[config.mk]
export PLATFORM = sky130hd
export DESIGN_NAME = pss_burst_gen
export DESIGN_NICKNAME = d
export VERILOG_FILES = /design/src/rtl/pss_burst_gen.sv
export SDC_FILE = /design/constraint.sdc
export NUM_CORES = 1
export LEC_CHECK = 0
export ABC_AREA = 1
export CAP_MARGIN = 40
export CORE_ASPECT_RATIO = 0.9
export CORE_MARGIN = 5
export CORE_UTILIZATION = 35
export DETAILED_ROUTE_END_ITERATION = 8
export DONT_BUFFER_PORTS = 1
export GPL_TIMING_DRIVEN = 0
export PLACE_DENSITY = 0.61
export SLEW_MARGIN = 20
export SYNTH_ARGS = -nofsm -noshare
export SYNTH_HDL_FRONTEND = slang
export SYNTH_SLANG_ARGS = --single-unit
[constraint.sdc]
create_clock -name clk_i -period 1.7 [get_ports clk_i]
set_input_delay 0.51 -clock clk_i [delete_from_list [all_inputs] [get_ports clk_i]]
set_output_delay 0.51 -clock clk_i [all_outputs]
set_load 0.1 [all_outputs]
[src/rtl/pss_burst_gen.sv]
// NR PSS burst source: emits the 127-symbol BPSK d(n) for a chosen N_id_2 as an AXI-stream burst,
// launched by start_i or by an internal periodic timer. States: IDLE | waiting; SEED | pre-rolling LFSR 43*N_id_2 steps; RUN | streaming symbols.
module pss_burst_gen #(
    parameter int OUT_DW    = 32,
    parameter int AMPLITUDE = 2**(OUT_DW/2-1)-1,
    parameter int PERIOD_W  = 16,
    parameter int PSS_SYMS  = 127
) (
    input  logic                clk_i,
    input  logic                reset_i,
    input  logic                start_i,
    input  logic [1:0]          N_id_2_i,
    input  logic                periodic_en_i,
    input  logic [PERIOD_W-1:0] period_i,
    output logic [OUT_DW-1:0]   m_axis_out_tdata,
    output logic                m_axis_out_tvalid,
    input  logic                m_axis_out_tready,
    output logic                m_axis_out_tlast,
    output logic                busy_o,
    output logic                err_o,
    output logic                overrun_o
);
    localparam int HW = OUT_DW/2;
    localparam logic [HW-1:0] I_POS = HW'(AMPLITUDE);
    localparam logic [HW-1:0] I_NEG = HW'(-AMPLITUDE);
    localparam logic [6:0] LFSR_INIT = 7'b1110110;
    localparam logic [6:0] LAST_SYM = 7'(PSS_SYMS-1);

    typedef enum logic [1:0] {IDLE, SEED, RUN} state_t;
    state_t state_q, state_d;

    logic [6:0]          lfsr_q, lfsr_next, sym_cnt_q, seed_cnt_q, seed_len;
    logic [1:0]          nid_q, nid_sel;
    logic [PERIOD_W-1:0] per_cnt_q;
    logic                per_done_q, pending_q, err_q, overrun_q;
    logic                start_ok, per_fire, launch, beat, last_beat;

    // lfsr_q[k] holds x(i+k); x(i) is the symbol currently presented
    assign lfsr_next = {lfsr_q[4] ^ lfsr_q[0], lfsr_q[6:1]};
    assign beat      = (state_q == RUN) && m_axis_out_tready;
    assign last_beat = beat && (sym_cnt_q == LAST_SYM);
    assign per_fire  = periodic_en_i && (period_i != '0) && !per_done_q &&
                       (per_cnt_q == period_i - PERIOD_W'(1));

    always_comb begin
        state_d  = state_q;
        launch   = 1'b0;
        start_ok = 1'b0;
        nid_sel  = nid_q;
        case (state_q)
            IDLE: begin
                start_ok = start_i && (N_id_2_i != 2'd3);
                if (start_ok || pending_q || per_fire) begin
                    launch  = 1'b1;
                    nid_sel = start_ok ? N_id_2_i : nid_q;
                    state_d = (nid_sel == 2'd0) ? RUN : SEED;
                end
            end
            SEED:    if (seed_cnt_q == 7'd1) state_d = RUN;
            RUN:     if (last_beat) state_d = IDLE;
            default: state_d = IDLE;
        endcase
    end

    always_comb begin
        case (nid_sel)
            2'd1:    seed_len = 7'd43;
            2'd2:    seed_len = 7'd86;
            default: seed_len = 7'd0;
        endcase
    end

    always_ff @(posedge clk_i or posedge reset_i) begin
        if (reset_i) state_q <= IDLE;
        else         state_q <= state_d;
    end

    always_ff @(posedge clk_i or posedge reset_i) begin
        if (reset_i) begin
            lfsr_q     <= '0;
            sym_cnt_q  <= '0;
            seed_cnt_q <= '0;
            nid_q      <= '0;
        end else if (launch) begin
            lfsr_q     <= LFSR_INIT;
            sym_cnt_q  <= '0;
            seed_cnt_q <= seed_len;
            nid_q      <= nid_sel;
        end else if (state_q == SEED) begin
            lfsr_q     <= lfsr_next;
            seed_cnt_q <= seed_cnt_q - 7'd1;
        end else if (beat) begin
            lfsr_q     <= lfsr_next;
            sym_cnt_q  <= sym_cnt_q + 7'd1;
        end
    end

    // Period timer fires once per launch, then holds until the next launch
    always_ff @(posedge clk_i or posedge reset_i) begin
        if (reset_i) begin
            per_cnt_q  <= '0;
            per_done_q <= 1'b0;
            pending_q  <= 1'b0;
            err_q      <= 1'b0;
            overrun_q  <= 1'b0;
        end else begin
            if (launch) begin
                per_cnt_q  <= '0;
                per_done_q <= 1'b0;
            end else if (per_fire) begin
                per_done_q <= 1'b1;
            end else if (!per_done_q && (per_cnt_q != '1)) begin
                per_cnt_q  <= per_cnt_q + PERIOD_W'(1);
            end
            if (!periodic_en_i || launch) pending_q <= 1'b0;
            else if (per_fire)            pending_q <= 1'b1;
            err_q     <= (state_q == IDLE) && start_i && (N_id_2_i == 2'd3);
            overrun_q <= per_fire && (state_q != IDLE);
        end
    end

    assign m_axis_out_tvalid = (state_q == RUN);
    assign m_axis_out_tlast  = (state_q == RUN) && (sym_cnt_q == LAST_SYM);
    assign m_axis_out_tdata  = (state_q == RUN) ? {{HW{1'b0}}, (lfsr_q[0] ? I_NEG : I_POS)} : '0;
    assign busy_o            = (state_q != IDLE);
    assign err_o             = err_q;
    assign overrun_o         = overrun_q;
endmodule

==> metrics.md <==
| Metric | Value |
|---|---|
| CP Max Fanout | `4` |
| Routed wire length | `roughly 12000 um` |
| Register area share after synthesis | `between 30% and 40%` |
| Clock sink total | `45` |
| Inserted Diodes | `0` |
| Int Pwr | `0.004179 W` |
| Most used cell, CP | `nor2_4` |
| Worst Setup End Kind | `output pin` |
| Flops & latches, synth | `45` |
| CTS Buffer Depth | `2` |
| Worst hold slack | `roughly 0.074 ns` |
| Fin nets | `roughly 650` |
| CORE AREA | `between 0.01 and 0.015 mm^2` |
| Grt ovf | `0` |
| Sw frac | `49.52%` |
| Combinational fraction of design power | `roughly two thirds` |
| Worst slew pin tran | `a little under 0.8 ns` |
| Switching power of the nets | `between 0.004 and 0.005 W` |
| Port Buffers | `0` |
| Unique masters post-synth | `37` |
| Outcome | `finished with violations` |
| Setup TNS Final | `-27.29 ns` |
| Multi-input logic area | `approximately 0.0028 mm^2` |
| Max-Cap Viols | `0` |
| Min Tclk post-route | `about 2.6 ns` |
| Slew HR | `between 40% and 50%` |
| First-pass GRT wire length | `between 15000 and 20000 um` |
| Max incr delay on CP | `between 0.6 and 0.7 ns` |
| Total die area | `around 0.013 mm^2` |
| Setup WS post-layout | `-0.9156 ns` |
| DRT iter0 DRCs | `approximately 290` |
| DRC violations left | `0` |
| Largest net degree at the start of global routing | `32` |
| Avg Inst Size Synth | `approximately 6.9 um^2` |
| CTS root buf | `clkbuf_16` |
| H-tree depth | `2` |
| Post-DP HPWL | `around 7400 um` |
| Routability cong. | `around 0.86` |
| Fillers | `around 840` |
| Crit Path Class | `flip-flop to output pin` |
| Share of the synthesized area in compound gates (AO/OA/AOI/OAI) | `~3.1%` |
| Largest cells by area after synthesis | `dfrtp_1, nand2_1, nand3_1, xor2_1, inv_1` |
| EDFF count, synth | `0` |
| Avg WL per Cell | `15.55 um` |
| Top-count cell post-synth | `nand2_1` |
| Crit path required time | `roughly 1.2 ns` |
| Vias in the first global route | `~3800` |
| Cells after synthesis | `between 500 and 600` |
| Die height | `approximately 110 um` |
| Total number of vias | `3812` |
| Routed Antenna Nets | `0` |
| CTS tree | `yes` |
| Mux contribution to synthesized area | `0.5353%` |
| FMAX | `roughly 380 MHz` |
| Total power | `slightly above 0.008 W` |
| FF/Latch Area | `~0.0011 mm^2` |
| I/O pin total | `60` |
| Largest family of logic cells by synthesized area | `simple AND/OR/NAND/NOR gates` |
| Synth warn | `0` |
| M1 WL | `4831 um` |
| Clock skew | `0.009219 ns` |
| Crit path max-delay cell type | `nor2_4` |
| Worst Hold Class | `primary input to asynchronous set/reset pin` |
| Clk_lat worst skew | `roughly 0.29 ns` |
| Worst reg2reg setup slack | `-0.44 ns` |
| TritonRoute pass-1 iters | `5` |
| Metal2 WL | `~5600 um` |
| Critical path buffers and inverters | `2` |
| Routed wl met3 | `806 um` |
| Top-area cell type share of the netlist area | `a little under a third` |
| Cell taking the most area after synthesis | `dfrtp_1` |
| CP Data Arrival Time | `2.11 ns` |
| Async set or reset register ratio after synthesis | `100.0%` |
| RSZ-0062 raised after global routing | `true` |
| # hold bufs at CTS | `0` |
| Endpoints failing setup | `between 50 and 60` |
| Most frequent cells after synthesis | `nand2_1, nand3_1, inv_1` |
| Clock transition at path regs | `about 0.07 ns` |
| Worst Setup Start Kind | `flip-flop` |
| Initial antenna violation count | `0` |
| Endpoints failing hold | `0` |
| Period utilization | `153.9%` |
| Leak Pwr | `~2.8 nW` |
| DR top layer | `met4` |
| Synth Flop Type | `dfrtp_1` |
| Maximum VDD drop | `0.001169 V` |
| Final max-slew violation count | `0` |
| XOR/XNOR share of the synthesized area | `approximately a tenth` |
| Total CTS buffers | `5` |
| Rows | `35` |
| Starting density of the core | `a little over a third` |
| Utilization after layout | `a little under three fifths` |
| Die Wd | `119.0 um` |
| Clock share of power | `between 10 and 15%` |
| Adder-Cell Fraction of Synth Area | `between 3 and 4%` |
| Pre-CTS WS | `-1.173 ns` |
| Worst-path cell chain | `nor2_4 > inv_4 > buf_6 > nor2_4` |
| Sequential power share | `between 20% and 30%` |
| Failing checks | `negative setup slack` |
| Area added between synthesis and finish | `57.58%` |
| Simple-gate area share of the yosys netlist | `37.74%` |
| Power per cell area | `approximately 1400 mW/mm^2` |
| Synthesized cell area | `0.003740 mm^2` |
| Tot GR Track Use | `between 10% and 20%` |
| Worst path top cell family by delay | `simple AND/OR/NAND/NOR gates` |
| Share of cells above drive strength 1 | `~43%` |
| Via/cell ratio | `5.089` |
-- metrics by stage --
stage | area (um^2) | instances
after floorplan | 4116 | 555
after global placement | 4278 | 684
after detailed placement | 4298 | 685
after CTS | 5533 | 741
after global routing | 5893 | 749
final | 5893 | 749
-- repair_timing --
item                                    CTS  global route
setup buffers                            39            21
resized for setup                       128            77
endpoints found under the setup margin   64            60
gates cloned                             12             0
pin swaps                                75            63
-- path summary, 6_finish.rpt --
path                                             endpoint                 startpoint  cells past startpoint
worst max-delay path                     m_axis_out_tlast     state_q[0]$_DFFE_PP0P_                      4
worst min-delay path                 nid_q[0]$_DFFE_PP0P_                    reset_i                      1
worst max register to register  per_cnt_q[13]$_DFFE_PP0P_   per_cnt_q[8]$_DFFE_PP0P_                     13
worst min register to register  seed_cnt_q[6]$_DFFE_PP0P_  seed_cnt_q[6]$_DFFE_PP0P_                      2
max in group asynchronous       per_cnt_q[13]$_DFFE_PP0P_                    reset_i                      2
min in group clk_i                        err_o$_DFF_PP0_                    start_i                      2
-- power by group through the flow --
stage	combinational, W	sequential (W)	clock, W
after global placement	0.00387	0.00165	0
after global routing	0.00579	0.00177	0.00121
after floorplan	0.00350	0.00160	0
final	0.00541	0.00172	0.00114
after detailed placement	0.00393	0.00165	0
after CTS	0.00511	0.00169	0.00116
-- logic make-up after synthesis --
logic type	after synthesis
other	1
AND/OR/NAND/NOR	311
XOR/XNOR	42
adder cells (fa/ha/maj)	9
buffers and inverters	109
AO/OA/AOI/OAI	21
multiplexers	2
flip-flops	45
-- state kept, by name (all words and copies together) (netlist names) --
register    flops
err_o           1
lfsr_q          7
nid_q           2
overrun_o       1
pending_q       1
per_cnt_q      16
per_done_q      1
seed_cnt_q      7
state_q         2
sym_cnt_q       7
-- final cells by class --
type                            instances  share of cell area (%)
Buffer                                 41                   9.766
Clock buffer                            6                   2.187
Clock inverter                          2                  0.6582
Inverter                               65                   5.456
Multi-Input combinational cell        402                   47.66
Sequential cell                        45                   19.43
Tap cell                              129                   2.739
Timing Repair Buffer                   58                   12.02
Timing Repair inverter                  1                 0.08493
-- layout by cell type, fill, tap and decap left out, types with 10 or more instances in the layout --
cell type | synthesis | routed
buf_12 | 0 | 23
buf_4 | 30 | 48
buf_6 | 7 | 12
conb_1 | 1 | 16
dfrtp_1 | 45 | 30
dfrtp_2 | 0 | 15
inv_1 | 62 | 56
nand2_1 | 135 | 113
nand2_2 | 6 | 21
nand3_1 | 74 | 19
nand3_2 | 2 | 52
nand4_1 | 13 | 13
nor2_1 | 49 | 32
nor2_4 | 2 | 18
nor3_1 | 10 | 10
xor2_1 | 31 | 23
-- layer usage --
metal | global-route usage [%] | vias to the layer above
met4 | 8.023 | 0
li1 | - | 1831
met1 | 21.79 | 1800
met5 | 0 | -
met3 | 4.759 | 34
met2 | 30.83 | 147
No activity file was read; power rests on OpenSTA's default activity.
==> patch 1 (same flow settings) <==
One comparison of `sym_cnt_q` changes from == to >=.
--- a/src/rtl/pss_burst_gen.sv
+++ b/src/rtl/pss_burst_gen.sv
@@ -120,7 +120,7 @@
     end
 
     assign m_axis_out_tvalid = (state_q == RUN);
-    assign m_axis_out_tlast  = (state_q == RUN) && (sym_cnt_q == LAST_SYM);
+    assign m_axis_out_tlast  = (state_q == RUN) && (sym_cnt_q >= LAST_SYM);
     assign m_axis_out_tdata  = (state_q == RUN) ? {{HW{1'b0}}, (lfsr_q[0] ? I_NEG : I_POS)} : '0;
     assign busy_o            = (state_q != IDLE);
     assign err_o             = err_q;
Behaviour: no difference found for any inputs over 10 cycles, from zero or initial values and one cycle with reset_i high; that may be too few to reach the edited logic, so the function may still have changed.
==> patch 1 against the unedited design <==
- the flow still finishes with violations (negative setup slack)
- largest power group unchanged
- cell area is 3.9% lower
- sequential cell count stayed put
- area after synthesis up 2.6%
- critical path type unchanged
- sequential share of layout area increased by 0.68 points
- power grew 0.78%
- routed wire length decreased by 0.71%
- worst setup slack gained 20 ps
==> patch 1: results (changes against the unedited design) <==
cell family with most CP delay simple AND/OR/NAND/NOR gates; Netlist cell types 34 (-8.1%); worst clock skew 8.68 ps (-0.541 ps); setup ws final -895 ps (+20.2 ps); worst r2r src state_q[0]; slowest stage delay, CP 620 ps (-20 ps); Worst R2R End sym_cnt_q[5]; Net Sw Power 4.25 mW (+3.7%); first-pass GRT wire length 18500 um (-1.6%); Worst IR Drop VDD 0.000767 V (-34%); number of global-route vias before repair 3690 (-4.0%); reg-to-reg setup timing slack -440 ps (about the same); post-synthesis sequential area ratio 0.293 (-0.00766); ratio of cells with drive above 1 in the final layout 0.357 (-0.0703); synth cell count leaders nand2_1, inv_1, nor2_1; Slowest-stage cell, CP nor2_4; violations in the final reports negative setup slack; level count of the clock H-tree 2 (unchanged); LEAKAGE 2.81 nW (-1.1%); top area cells in the synthesized netlist dfrtp_1, nand2_1, inv_1; worst r2r path cells 9 (-4); final net count 661 (+1.5%); Vias 3842 (+0.79%); setup tns final -30420 ps (-3130 ps); dpl hpwl 7510 um (+2.2%); largest net degree at the start of global routing 31 (-3.1%); outcome finished with violations; TritonCTS Buffers 5 (unchanged); Routed WL 11600 um (-0.71%); measured slew at the worst slew-check pin 761 ps (-31.6 ps); post-placement cell area 0.00429 sq mm (-0.15%); final setup fails 61 (+5.2%); Hold Path Class input pin to async pin; number of flip-flops in the largest register 16 (unchanged); Final Wtd Congestion 0.890 (+3.1%); DRT iter0 DRCs 256 (-11%); Hold Slack 81.7 ps (+7.79 ps); GR Util All Layers 0.173 (-0.00877)
-- patch 1: metrics by stage --
stage / setup WS, ps / instances
after floorplan: -973 / 562
after global placement: -1070 / 695
after detailed placement: -1090 / 700
after CTS: -1270 / 756
after global routing: -963 / 763
final: -895 / 763
-- patch 1: power groups by stage --
stage	registers (mW)	logic, mW	clock network (mW)
final	1.67	5.70	0.971
after global placement	1.66	3.92	0
after floorplan	1.60	3.56	0
after CTS	1.65	5.44	0.990
after detailed placement	1.66	4.11	0
after global routing	1.71	6.08	1.04
-- patch 1: worst max-delay path by stage --
stage | cells after the start | endpoint | start | slack (ps)
floorplan | 4 | m_axis_out_tdata[10] | state_q[0] | -970
global placement | 4 | m_axis_out_tdata[10] | state_q[0] | -1070
detailed placement | 4 | m_axis_out_tdata[13] | state_q[0] | -1090
CTS | 5 | m_axis_out_tdata[8] | state_q[1] | -1270
global route | 6 | m_axis_out_tdata[11] | state_q[0] | -960
finish | 3 | m_axis_out_tlast | state_q[0] | -900
-- patch 1: worst reg2reg max path, delay by kind of cell (launching register included) --
kind | cells | cell delay, ps
AND/OR/NAND/NOR | 5 | 1130
flip-flops | 1 | 430
buffers and inverters | 3 | 300
XOR/XNOR | 1 | 170
-- patch 1: layout make-up --
class | instances | area (sq um)
Buffer | 43 | 534
Clock buffer | 5 | 125
Clock inverter | 3 | 21.3
Fill cell | 956 | 5100
Inverter | 77 | 353
Multi-Input combinational cell | 395 | 2580
Sequential cell | 45 | 1140
Tap cell | 133 | 166
Timing Repair Buffer | 62 | 741
-- patch 1: logic make-up after synthesis --
| kind of cell | Yosys count | synth area share |
|---|---|---|
| flops | 45 | 0.293 |
| xor+xnor | 42 | 0.0959 |
| other cells | 1 | 0.000977 |
| compound gates | 34 | 0.0711 |
| mux | 2 | 0.00522 |
| simple gates | 291 | 0.342 |
| buf+inv | 123 | 0.162 |
| fa+ha+maj | 9 | 0.0293 |
-- patch 1: routing by layer --
metal | vias up | part of all wire | wire [um] | track usage
met2 | 117 | 0.49 | 5650 | 0.298
met3 | 23 | 0.052 | 598 | 0.0273
met4 | 0 | 0.017 | 192 | 0.0429
li1 | 1887 | - | - | -
met5 | - | 0 | 0 | 0
met1 | 1815 | 0.44 | 5120 | 0.228
-- patch 1: timing repair --
action	CTS	global route
endpoints found under the setup margin	63	61
cloned	11	0
pin swaps	33	49
setup buffers	40	19
gates resized for setup	132	48
hold endpoints to repair	0	0
==> patch 2 (same flow settings) <==
Without the edit above. Set the parameter `PERIOD_W` to 12 (it was 16).
--- a/src/rtl/pss_burst_gen.sv
+++ b/src/rtl/pss_burst_gen.sv
@@ -3,7 +3,7 @@
 module pss_burst_gen #(
     parameter int OUT_DW    = 32,
     parameter int AMPLITUDE = 2**(OUT_DW/2-1)-1,
-    parameter int PERIOD_W  = 16,
+    parameter int PERIOD_W  = 12,
     parameter int PSS_SYMS  = 127
 ) (
     input  logic                clk_i,
Interface: changed (resized period_i); port bits go from 60 to 56. The function was not compared with the original's and may differ.
==> patch 2 against the unedited design <==
- the flow still finishes with violations (negative setup slack)
- via count is 23% lower
- cell area decreased by 22%
- routed wire length down 32%
- power is 2.5% lower
- highest routed layer unchanged
- global-route usage decreased by 4.1 points
- area after synthesis shrank 14%
- register-to-register slack better by 140 ps
- sequential cell count shrank 4
- worst hold slack better by 2.4 ps
- worst setup slack improved by 54 ps
==> patch 2: results (changes against the unedited design) <==
outcome finished with violations; violations in the final reports negative setup slack; post-placement cell area 0.00356 sq mm (-17%); top area cells in the synthesized netlist dfrtp_1, nand2_1, buf_4; post-synthesis sequential area ratio 0.320 (+0.0191); ratio of cells with drive above 1 in the final layout 0.373 (-0.0541); worst slack, placed -1050 ps (+124 ps); Fill cells 838 (-0.48%); Vias 2951 (-23%); post-route insts no fill 631 (-16%); Inst Count DP 587 (-14%); Syn Inst Count 448 (-17%); router iterations before antenna repair 6 (+1); setup ws final -862 ps (+54.0 ps); CTS Root Cell clkbuf_8; GR Util All Layers 0.140 (-0.0415); worst clock skew 12.5 ps (+3.24 ps); clock latency on the worst-skew pair 300 ps; Worst IR Drop VDD 0.00238 V (+100%); LEAKAGE 2.35 nW (-17%); dpl hpwl 5330 um (-27%); Sw Share 0.524 (+0.0291); Routed WL 7970 um (-32%); Netlist cell types 35 (-5.4%); Final Wtd Congestion 0.885 (+2.5%); largest net degree at the start of global routing 27 (-16%); number of global-route vias before repair 2760 (-28%); Synth warnings 0 (unchanged); number of flip-flops in the largest register 12 (-4); setup tns final -21500 ps (+5790 ps); reg-to-reg setup timing slack -300 ps (+140 ps); measured slew at the worst slew-check pin 692 ps (-101 ps); final net count 536 (-18%); DRT iter0 DRCs 124 (-57%); first-pass GRT wire length 12900 um (-31%); slowest stage delay, CP 560 ps (-80 ps); final setup fails 54 (-6.9%); Hold Slack 76.2 ps (+2.37 ps); CP Data Arrival Time 2050 ps (-60 ps); synth cell count leaders nand2_1, inv_1, nor2_1
[patch 2: cell types whose count changed after synthesis, sizes merged, moves of 7 or more]
cell | before | now
inv | 64 | 54
nor3 | 11 | 4
nand3 | 76 | 47
xor2 | 31 | 17
[patch 2: cell type report]
type                       instances  area (sq um)  share of cell area
tap                              122           153              0.0331
timing repair inverter             1          8.76             0.00190
multi-input combinational        327          2060               0.446
buffer                            38           519               0.113
clock inverter                     1          5.00             0.00109
sequential                        41          1040               0.225
clock buffer                       7          96.3              0.0209
inverter                          57           255              0.0554
timing repair buffer              37           482               0.104
[patch 2: worst paths after layout]
kind | to | start | depth (start not counted)
min reg2reg | seed_cnt_q[6] | seed_cnt_q[6] | 2
max in group asynchronous | per_cnt_q[10] | reset_i | 2
max | m_axis_out_tlast | state_q[0] | 4
min in group clk_i | err_o | start_i | 2
max reg2reg | per_cnt_q[9] | per_cnt_q[3] | 15
min | lfsr_q[0] | reset_i | 1
[patch 2: power groups by stage]
stage	Clock (mW)	Sequential (mW)	Combinational [mW]
floorplan	0	1.50	3.63
global placement	0	1.56	3.96
detailed placement	0	1.57	4.03
CTS	0.731	1.56	5.12
global route	0.783	1.61	6.16
finish	0.711	1.57	5.80
[patch 2: logic make-up (layout without fill, tap and decap cells)]
| family | after synthesis | in the layout | synth area share |
|---|---|---|---|
| adder cells (fa/ha/maj) | 9 | 9 | 0.0351 |
| other | 1 | 16 | 0.00117 |
| AND/OR/NAND/NOR | 252 | 253 | 0.369 |
| multiplexers | 2 | 2 | 0.00625 |
| buffers and inverters | 96 | 141 | 0.159 |
| flip-flops | 41 | 41 | 0.320 |
| AO/OA/AOI/OAI | 19 | 19 | 0.0328 |
| XOR/XNOR | 28 | 28 | 0.0765 |
[patch 2: layer usage]
metal	vias to the layer above	GRT usage	wire length [um]
met4	0	0.0199	55
met3	9	0.0438	501
met1	1391	0.179	3490
met5	-	0	0
met2	71	0.240	3920
li1	1480	-	-
[patch 2: repair_timing]
action | in CTS | in global routing
resized for setup | 71 | 81
pin swaps | 17 | 38
buffers inserted | 14 | 17
endpoints found under the hold margin | 0 | 0
setup endpoints to repair | 56 | 59
gates cloned | 5 | 3
